[config.mk]
export PLATFORM = sky130hd
export DESIGN_NAME = mult_control
export DESIGN_NICKNAME = d
export VERILOG_FILES = /design/src/rtl/mult_control.sv
export SDC_FILE = /design/constraint.sdc
export NUM_CORES = 1
export LEC_CHECK = 0
export CORE_AREA = 2 2 39 41
export CTS_CLUSTER_DIAMETER = 120
export DETAILED_ROUTE_END_ITERATION = 8
export DIE_AREA = 0 0 41 43
export GPL_ROUTABILITY_DRIVEN = 0
export GPL_TIMING_DRIVEN = 0
export PLACE_DENSITY = 0.57
export SYNTH_ARGS = -nofsm -noshare
export SYNTH_HDL_FRONTEND = slang
export SYNTH_SLANG_ARGS = --single-unit
[constraint.sdc]
create_clock -name Clk -period 1.75 [get_ports Clk]
set_input_delay 0.175 -clock Clk [delete_from_list [all_inputs] [get_ports Clk]]
set_output_delay 0.175 -clock Clk [all_outputs]
set_load 0.03 [all_outputs]
[src/rtl/mult_control.sv]
// Sequencing controller for the add-shift multiplier datapath: turns the Execute and
// ClearXA_LoadB levels into per-cycle clear/load/add/shift strobes, one multiply per press.
module mult_control #(
    parameter int unsigned WIDTH = 8
) (
    input  logic Clk,
    input  logic Reset_n,
    input  logic Execute,
    input  logic ClearXA_LoadB,
    input  logic M,
    output logic Clr_XA,
    output logic Ld_B,
    output logic Ld_XA,
    output logic Sub,
    output logic Shift_En,
    output logic Busy,
    output logic Done
);

    localparam int unsigned CntW = (WIDTH > 1) ? $clog2(WIDTH) : 1;
    localparam logic [CntW-1:0] CntLast = CntW'(WIDTH - 1);

    typedef enum logic [2:0] {
        StIdle,
        StClear,
        StAdd,
        StShift,
        StHold
    } state_e;

    state_e          state_q, state_d;
    logic [CntW-1:0] cnt_q, cnt_d;
    logic            last_iter;

    assign last_iter = (cnt_q == CntLast);

    always_ff @(posedge Clk or negedge Reset_n) begin
        if (!Reset_n) begin
            state_q <= StIdle;
            cnt_q   <= '0;
        end else begin
            state_q <= state_d;
            cnt_q   <= cnt_d;
        end
    end

    always_comb begin
        state_d  = state_q;
        cnt_d    = cnt_q;
        Clr_XA   = 1'b0;
        Ld_B     = 1'b0;
        Ld_XA    = 1'b0;
        Sub      = 1'b0;
        Shift_En = 1'b0;
        Busy     = 1'b0;
        Done     = 1'b0;

        unique case (state_q)
            StIdle: begin
                if (Execute) begin
                    state_d = StClear;
                end else if (ClearXA_LoadB && Reset_n) begin
                    // Mealy load strobes must stay low while reset is held
                    Clr_XA = 1'b1;
                    Ld_B   = 1'b1;
                end
            end
            StClear: begin
                Clr_XA  = 1'b1;
                Busy    = 1'b1;
                cnt_d   = '0;
                state_d = StAdd;
            end
            StAdd: begin
                Busy    = 1'b1;
                Ld_XA   = M;
                // Last multiplier bit carries negative weight in two's complement
                Sub     = M & last_iter;
                state_d = StShift;
            end
            StShift: begin
                Busy     = 1'b1;
                Shift_En = 1'b1;
                if (last_iter) begin
                    state_d = StHold;
                end else begin
                    cnt_d   = cnt_q + CntW'(1);
                    state_d = StAdd;
                end
            end
            StHold: begin
                Done = 1'b1;
                if (!Execute) begin
                    state_d = StIdle;
                end
            end
            default: begin
                state_d = StIdle;
            end
        endcase
    end

endmodule

==> summary.md <==
| Metric | Value |
|---|---|
| RR Startpoint | `cnt_q[0]` |
| Grt ovf | `0` |
| Fin Clk Skew | `0.00336 ns` |
| Ys Warns | `0` |
| Synth Area in Compound Gates | `between 10% and 20%` |
| Crit path from | `cnt_q[0]` |
| Drt initial violations | `7` |
| Max Fclk | `between 500 and 600 MHz` |
| Cells taking the most area after synthesis | `dfrtp_1, a22o_2, ha_1, mux2_4, nor2_1` |
| Tot Pwr | `about 860 µW` |
| # diodes | `0` |
| Rel. slew slack | `79.6%` |
| Final setup viols | `0` |
| Final Cycle Share | `97.2%` |
| Simple-gate share of the synthesized area | `28.3%` |
| CTS tree | `yes` |
| Cell row count | `14` |
| Reg2Reg Depth | `5` |
| Largest net degree at the start of global routing | `8` |
| Worst-path cell chain | `ha_1 -> ha_1 -> and2_4 -> and3_1 -> buf_2` |
| Flops & latches, synth | `6` |
| DIE AREA | `1760 µm²` |
| Largest family of logic cells by synthesized area | `simple AND/OR/NAND/NOR gates` |
| Sum of buffers and inverters on the critical path | `1` |
| Gr usage total | `10.5%` |
| Final-stage net count | `55` |
| First-pass GRT wire length | `approximately 1200 µm` |
| Antenna-violating nets left | `0` |
| CTS Buf Count | `3` |
| Via count | `282` |
| Dpl hpwl | `522 µm` |
| Worst endpoint required time | `1.57 ns` |
| Tmin final | `1.70 ns` |
| Max incr delay on CP | `0.39 ns` |
| Wire per inst | `11.6 µm` |
| Peak VDD IR | `896 µV` |
| Clock slew seen by the registers of the worst setup and hold paths | `0.05 ns` |
| Hold Slack | `0.499 ns` |
| Outcome | `completed` |
| Clock latency on the worst-skew pair | `0.25 ns` |
| Cells after synthesis | `30` |
| Slowest-stage cell, CP | `dfrtp_1` |
| Setup tns final | `0 ns` |
| Final hold viol count | `0` |
| Synth unique cells | `16` |
| Final instance area | `492 µm²` |
| I/O pins | `12` |
| CP top delay family | `adder cells` |
| Worst Path Max Fanout | `4` |
| Fin util | `between 30 and 40%` |
| Syn_nets | `37` |
| PortBufs | `11` |
| MaxCap Viol Count | `0` |
| WL final | `slightly above 700 µm` |
| XOR/XNOR share of the synthesized area | `0%` |
| Post-Synth Adder-Cell Area | `7.55%` |
| Vias per cell | `around 4.5` |
| Critical path type | `flop to output port` |
| Clock root buffer | `clkbuf_4` |
| Hold Path Class | `input port to asynchronous set/reset pin` |
| Initial antenna violation count | `0` |
| Area Overhead vs Synth | `48.3%` |
| Synth top area share | `45.3%` |
| Layout cells sized above 1 | `28.3%` |
| Core area | `1380 µm²` |
| Number of global-route vias before repair | `roughly 270` |
| Die W | `41 µm` |
| Sequential fraction of the synthesis area | `45.3%` |
| Drt pass-1 iters | `2` |
| Worst-Margin Slew | `0.307 ns` |
| Die height | `43 µm` |
| Mapped Avg Cell Area | `11.1 µm²` |
| Mapped cell area | `332 µm²` |
| Most Frequent Cell on Critical Path | `ha_1` |
| Clock Path Buffers | `2` |
| Post-synth top area cell | `dfrtp_1` |
| Cell Area, Placed | `462 µm²` |
| Worst path depth | `5` |
| Initial core utilization | `a little under a quarter` |
| CP Capture Type | `output port` |
| DRC Markers | `0` |
| Fraction of synthesized area in multiplexers | `between 4 and 5%` |
| Power per standard cell area | `1760 nW/µm²` |
| Startpoint type of the worst setup path | `flop` |
| Max Slew Vio Count | `0` |
| TritonCTS sink count | `6` |
| CTS H-Tree Depth | `1` |
| CP arrival | `between 1.5 and 2 ns` |
| Leak pwr | `0.245 nW` |
## routing by layer
metal	vias up	global-route usage (%)	routed length (µm)
li1	143	-	-
met1	131	15.2	343
met2	8	12.2	317
met3	0	9.95	56
met4	0	0	0
met5	-	0	0
## cell usage in the layout, fill, tap and decap left out, types with 2 or more instances in the layout
master,synthesis,layout
dfrtp_1,6,6
dlygate4sd2_1,0,6
nor2_1,4,4
a22o_2,3,3
clkbuf_4,0,3
clkdlybuf4s50_1,0,3
nor3_1,2,2
and3_1,2,2
ha_1,2,2
## logic make-up (layout without fill, tap and decap cells)
logic type               Yosys count  in the layout
AND/OR/NAND/NOR                   15             15
flip-flops                         6              6
AO/OA/AOI/OAI                      5              5
adder cells (fa/ha/maj)            2              2
multiplexers                       1              1
buffers and inverters              1             17
## synthesized netlist by cell type
cell type / instances
nor2_1: 4
a211oi_1: 1
mux2_4: 1
inv_1: 1
nand2b_1: 1
a31oi_1: 1
ha_1: 2
and3_1: 2
and2_1: 2
and4_1: 1
dfrtp_1: 6
and2_2: 1
nor2b_2: 1
a22o_2: 3
and3b_4: 1
nor3_1: 2
## what timing repair did
item	in CTS	in global routing
setup buffers	0	1
hold buffers	1	0
endpoints found under the setup margin	7	2
hold endpoints to repair	6	0
gates resized for setup	10	4
## path summary, 6_finish.rpt
path / end / slack, ns
hold reg to reg: cnt_q[2] / 0.51
setup / recovery: Sub / 0.05
min in group Clk: cnt_q[2] / 0.51
max in group asynchronous: state_q[0] / 1.03
setup reg to reg: cnt_q[0] / 0.25
hold / removal: cnt_q[2] / 0.50
## power breakdown
group / internal (mW) / switching [mW] / total, mW
logic: 0.239 / 0.226 / 0.465
clock network: 0.0778 / 0.0537 / 0.132
registers: 0.202 / 0.0649 / 0.266
## metrics by stage
stage	instances	worst slack (ns)
after CTS	61	-0.0954
after global placement	57	-0.266
after global routing	62	-0.00706
after floorplan	30	0.321
after detailed placement	57	-0.303
final	62	0.0495
## layout make-up
type,count,area (µm²)
clock buffers,3,22.5
inverters,1,3.75
fillers,154,892
flip-flops and latches,6,150
repair buffers,13,115
well taps,16,20.0
multi-input cells,23,180
## sequential cells by signal (all words and copies together), names as in the netlist
register  cells
cnt_q         3
state_q       3
(Power assumes the default switching activity.)
==> RTL edit 1: new RTL, config.mk and constraints unchanged <==
`WIDTH`: 8 -> 16.
--- a/src/rtl/mult_control.sv
+++ b/src/rtl/mult_control.sv
@@ -2,5 +2,5 @@
 // ClearXA_LoadB levels into per-cycle clear/load/add/shift strobes, one multiply per press.
 module mult_control #(
-    parameter int unsigned WIDTH = 8
+    parameter int unsigned WIDTH = 16
 ) (
     input  logic Clk,
Check against the original RTL: same outputs for any inputs over 10 cycles, from zero or initial values and one cycle with Reset_n low; that may be too few to reach the edited logic, so the function may still have changed.
==> RTL edit 1 against the unedited design <==
- synthesized area grew 23%
- setup slack better by 0.016 ns
- cell count is 26% higher
- non-clock buffer count up 1
- core utilization rose by 4.4 points
- sequential power increased by 13%
- count of clock-buffer cells in the layout increased by 1
- total power up 9.9%
- sequential cell count grew 1
- cell area increased by 12%
- wire length rose by 32%
- critical path type unchanged
- largest cell class unchanged
==> RTL edit 1: results (changes against the unedited design) <==
clk_skew: 0.00132 ns (-0.00203 ns)
syn avg cell area: 8.84 um2 (-20%)
synth top area cells: dfrtp_1 43%, nand3_1 7.4%, and2_1 6.2%, and4b_1 4.9%, nor2_1 4.6%
Logic pwr share: 0.515 (-0.024)
vias in the first global route: 355 (+34%)
internal power: 515 uW (-0.63%)
count of different cell masters after synthesis: 20 (+4)
non-filler instance count after layout: 78 (+26%)
critical path peak fanout: 5 (+1)
Worst Reg-to-Reg Cells: 4 (-1)
routed len/inst: 12.2 um (+5.2%)
first-pass GRT wire length: 1610 um (+38%)
M1 GR Usage: 0.204 (+0.0521)
met3 Usage GRT: 0.0314 (-0.0681)
hpwl dp: 674 um (+29%)
status: complete, no violations
met2 wire length: 431 um (+36%)
WL met3: 11 um (-80%)
Post-Place Setup Slack: -0.465 ns (-0.162 ns)
top sig layer: met4
WL met1: 490 um (+43%)
met2 Use GR: 0.166 (+0.0438)
worst slew pin tran: 0.347 ns (+0.0395 ns)
Post-Place Cells: 73 (+28%)
Worst EP arrival: 1.51 ns (-0.02 ns)
VDD IR max: 0.000570 V (-36%)
==> RTL edit 1: changes by cell type in the layout (fill, tap and decap cells not counted), moves of 3 or more <==
cell,before,now
dlygate4sd2_1,6,3
nand3_1,0,6
nand2_1,0,4
clkbuf_2,0,4
a21oi_1,0,3
a22o_2,3,0
and2_1,1,4
==> RTL edit 1: repair_timing <==
action | in CTS | in global routing
buffers inserted | 0 | 0
hold buffers | 1 | 0
setup endpoints to repair | 7 | 4
hold endpoints to repair | 7 | 0
resized for setup | 17 | 8
==> RTL edit 1: cell type report <==
cell class | instances | area, um2 | share of cell area
clock buffer | 4 | 26.3 | 0.0475
buffer | 2 | 10.0 | 0.0181
multi-input combinational | 37 | 230 | 0.416
sequential | 7 | 175 | 0.317
timing repair buffer | 12 | 91.3 | 0.165
tap | 16 | 20.0 | 0.0362
==> RTL edit 1: metrics by stage <==
| stage | power (uW) | util | hold WS (ns) |
|---|---|---|---|
| 2_1_floorplan | 666 | - | -0.121 |
| 3_3_place_gp | 837 | 0.392 | 0.501 |
| 3_5_place_dp | 833 | 0.392 | 0.493 |
| 4_1_cts | 967 | 0.412 | 0.517 |
| 5_1_grt | 1030 | 0.400 | 0.553 |
| 6_report | 949 | 0.400 | 0.485 |
==> RTL edit 1: path summary, 6_finish.rpt <==
path / startpoint / end / slack, ns
worst max-delay path: cnt_q[0] / Sub / 0.07
min in group Clk: cnt_q[1] / cnt_q[1] / 0.53
worst min register to register: cnt_q[1] / cnt_q[1] / 0.53
worst min-delay path: Reset_n / cnt_q[3] / 0.49
worst max register to register: cnt_q[0] / state_q[1] / 0.51
max in group asynchronous: Reset_n / state_q[1] / 1.01
==> RTL edit 1: critical path, cell delays in order, from the launching register on <==
cell and delay [ns]:
dfrtp_1 0.41, ha_1 0.26, and3_2 0.27, and2_1 0.14, buf_2 0.17
==> RTL edit 2: new RTL, same settings <==
Without the edit above. Register the inputs `Execute`, `ClearXA_LoadB` and `M` before use, without a reset. The logic sees them one clock later. Comments in the files are not updated.
--- a/src/rtl/mult_control.sv
+++ b/src/rtl/mult_control.sv
@@ -29,4 +29,14 @@
     } state_e;
 
+    logic Execute_q;
+    logic ClearXA_LoadB_q;
+    logic M_q;
+
+    always_ff @(posedge Clk) begin
+        Execute_q       <= Execute;
+        ClearXA_LoadB_q <= ClearXA_LoadB;
+        M_q             <= M;
+    end
+
     state_e          state_q, state_d;
     logic [CntW-1:0] cnt_q, cnt_d;
@@ -58,7 +68,7 @@
         unique case (state_q)
             StIdle: begin
-                if (Execute) begin
+                if (Execute_q) begin
                     state_d = StClear;
-                end else if (ClearXA_LoadB && Reset_n) begin
+                end else if (ClearXA_LoadB_q && Reset_n) begin
                     // Mealy load strobes must stay low while reset is held
                     Clr_XA = 1'b1;
@@ -74,7 +84,7 @@
             StAdd: begin
                 Busy    = 1'b1;
-                Ld_XA   = M;
+                Ld_XA   = M_q;
                 // Last multiplier bit carries negative weight in two's complement
-                Sub     = M & last_iter;
+                Sub     = M_q & last_iter;
                 state_d = StShift;
             end
@@ -91,5 +101,5 @@
             StHold: begin
                 Done = 1'b1;
-                if (!Execute) begin
+                if (!Execute_q) begin
                     state_d = StIdle;
                 end
Formal check against the unedited RTL: not equivalent (a bounded check fails within 4 cycles, from zero or initial values and one cycle with Reset_n low).
==> RTL edit 2 against the unedited design <==
- cell count up 4.8%
- worst hold slack worse by 0.14 ns
- wire length down 3.8%
- sequential cell count up 3
- sequential power up 26%
- cell area up 12%
- total power up 6.9%
- synthesized area up 18%
- highest routed layer is now met4
- non-clock buffer count down 1
- combinational power down 6.7%
- setup slack better by 0.031 ns
==> RTL edit 2: results (changes against the unedited design) <==
Fill cells: 149 (-3.2%)
clock root buffer: clkbuf_4
Routed WL: 691 um (-3.8%)
Compound-Gate Fraction of Synth Area: 0.112 (-0.0203)
met2 Use GR: 0.131 (+0.00938)
share of layout cells above drive strength 1: 0.265 (-0.0173)
VDD IR max: 0.000585 V (-35%)
Fin Hold WS: 0.357 ns (-0.142 ns)
Iter 0 DRT Violations: 2 (-5)
Clock Latency Late Sink: 0.26 ns
Leak: 0.000264 uW (+7.8%)
critical path peak fanout: 4 (unchanged)
synth top area cells: dfrtp_1 38%, dfxtp_1 15%, a22o_2 7.7%, ha_1 6.4%, mux2_4 3.8%
CTS buffer count: 3 (unchanged)
clk slew on worst S/H paths: 0.06 ns
Post-Place Setup Slack: -0.264 ns (+0.0389 ns)
FF-to-FF End: cnt_q[0]
Worst Hold Depth: 1
worst slew pin tran: 0.303 ns (-0.00449 ns)
status: complete, no violations
hpwl dp: 497 um (-4.6%)
M1 GR Usage: 0.143 (-0.00896)
initial antenna violation count: 0 (unchanged)
WL met3: 36 um (-36%)
count of different cell masters after synthesis: 17 (+1)
final-stage net count: 57 (+3.6%)
clk_skew: 0.00825 ns (+0.00490 ns)
CTS resizes: 10 (unchanged)
WL met1: 332 um (-3.2%)
Synthesis Warnings: 0 (unchanged)
routed vias: 297 (+5.3%)
first-pass GRT wire length: 1180 um (+1.1%)
met3 Usage GRT: 0.0157 (-0.0838)
fraction of registers with async set/reset: 0.667 (-0.333)
GRT Overall Usage: 0.104 (-0.000801)
Worst R2R Start: cnt_q[0]
Worst EP arrival: 1.49 ns (-0.04 ns)
I/O Buffers: 11 (unchanged)
reg-to-reg setup timing slack: 0.29 ns (+0.04 ns)
DRT Pass-1 Iters: 3 (+1)
antenna diode count: 0 (unchanged)
top sig layer: met4
met2 wire length: 297 um (-6.3%)
register area share after synthesis: 0.537 (+0.0839)
Hold-fix buffers, CTS: 1 (unchanged)
Hold Path Class: input port to register
post-synthesis adder-cell area fraction: 0.0639 (-0.0116)
Syn Nets: 40 (+8.1%)
most instantiated cells after synthesis: 6 x dfrtp_1, 4 x nor2_1, 3 x a22o_2, 3 x dfxtp_1
buffer count from post-CTS setup fixing: 0 (unchanged)
Hold Path Origin: Execute
mux contribution to synthesized area: 0.0383 (-0.00694)
## RTL edit 2: worst max-delay path by stage
| stage | start | to | slack (ns) |
|---|---|---|---|
| after global routing | state_q[1] | Done | 0.01 |
| after floorplan | cnt_q[0] | cnt_q[0] | 0.32 |
| after CTS | cnt_q[0] | Sub | -0.1 |
| after detailed placement | Reset_n | Clr_XA | -0.26 |
| after global placement | Reset_n | Clr_XA | -0.25 |
| final | cnt_q[0] | Sub | 0.08 |
## RTL edit 2: where the power goes
group	internal [uW]	switching, uW	leakage, uW	total [uW]
clock network	87.5	67.1	0.0000150	155
registers	272	62.0	0.0000971	334
logic	223	211	0.000152	434
total	582	340	0.000264	923
## RTL edit 2: stage by stage
| step | power (uW) | cell area, um2 | cells | TNS (ns) |
|---|---|---|---|---|
| floorplan | 658 | 392 | 33 | 0 |
| global placement | 796 | 522 | 60 | -0.609 |
| detailed placement | 801 | 522 | 60 | -0.591 |
| CTS | 935 | 551 | 65 | -0.0992 |
| global route | 997 | 553 | 65 | 0 |
| finish | 923 | 553 | 65 | 0 |
## RTL edit 2: area by class of cell
cell class | instances | area (um2) | area share
repair buffers | 12 | 110 | 0.199
well taps | 16 | 20.0 | 0.0362
inverters | 1 | 3.75 | 0.00679
multi-input cells | 23 | 183 | 0.330
flip-flops and latches | 9 | 210 | 0.380
clock buffers | 4 | 26.3 | 0.0475
## RTL edit 2: worst max-delay path, cell delays in order (launching register included)
cell,delay [ns]
dfrtp_1,0.39
ha_1,0.20
ha_2,0.17
and2_4,0.14
and3_1,0.18
buf_4,0.16
## RTL edit 2: cells by family after synthesis
kind of cell	count (synthesis)
simple gates	15
flops	9
compound gates	5
fa+ha+maj	2
buf+inv	1
mux	1
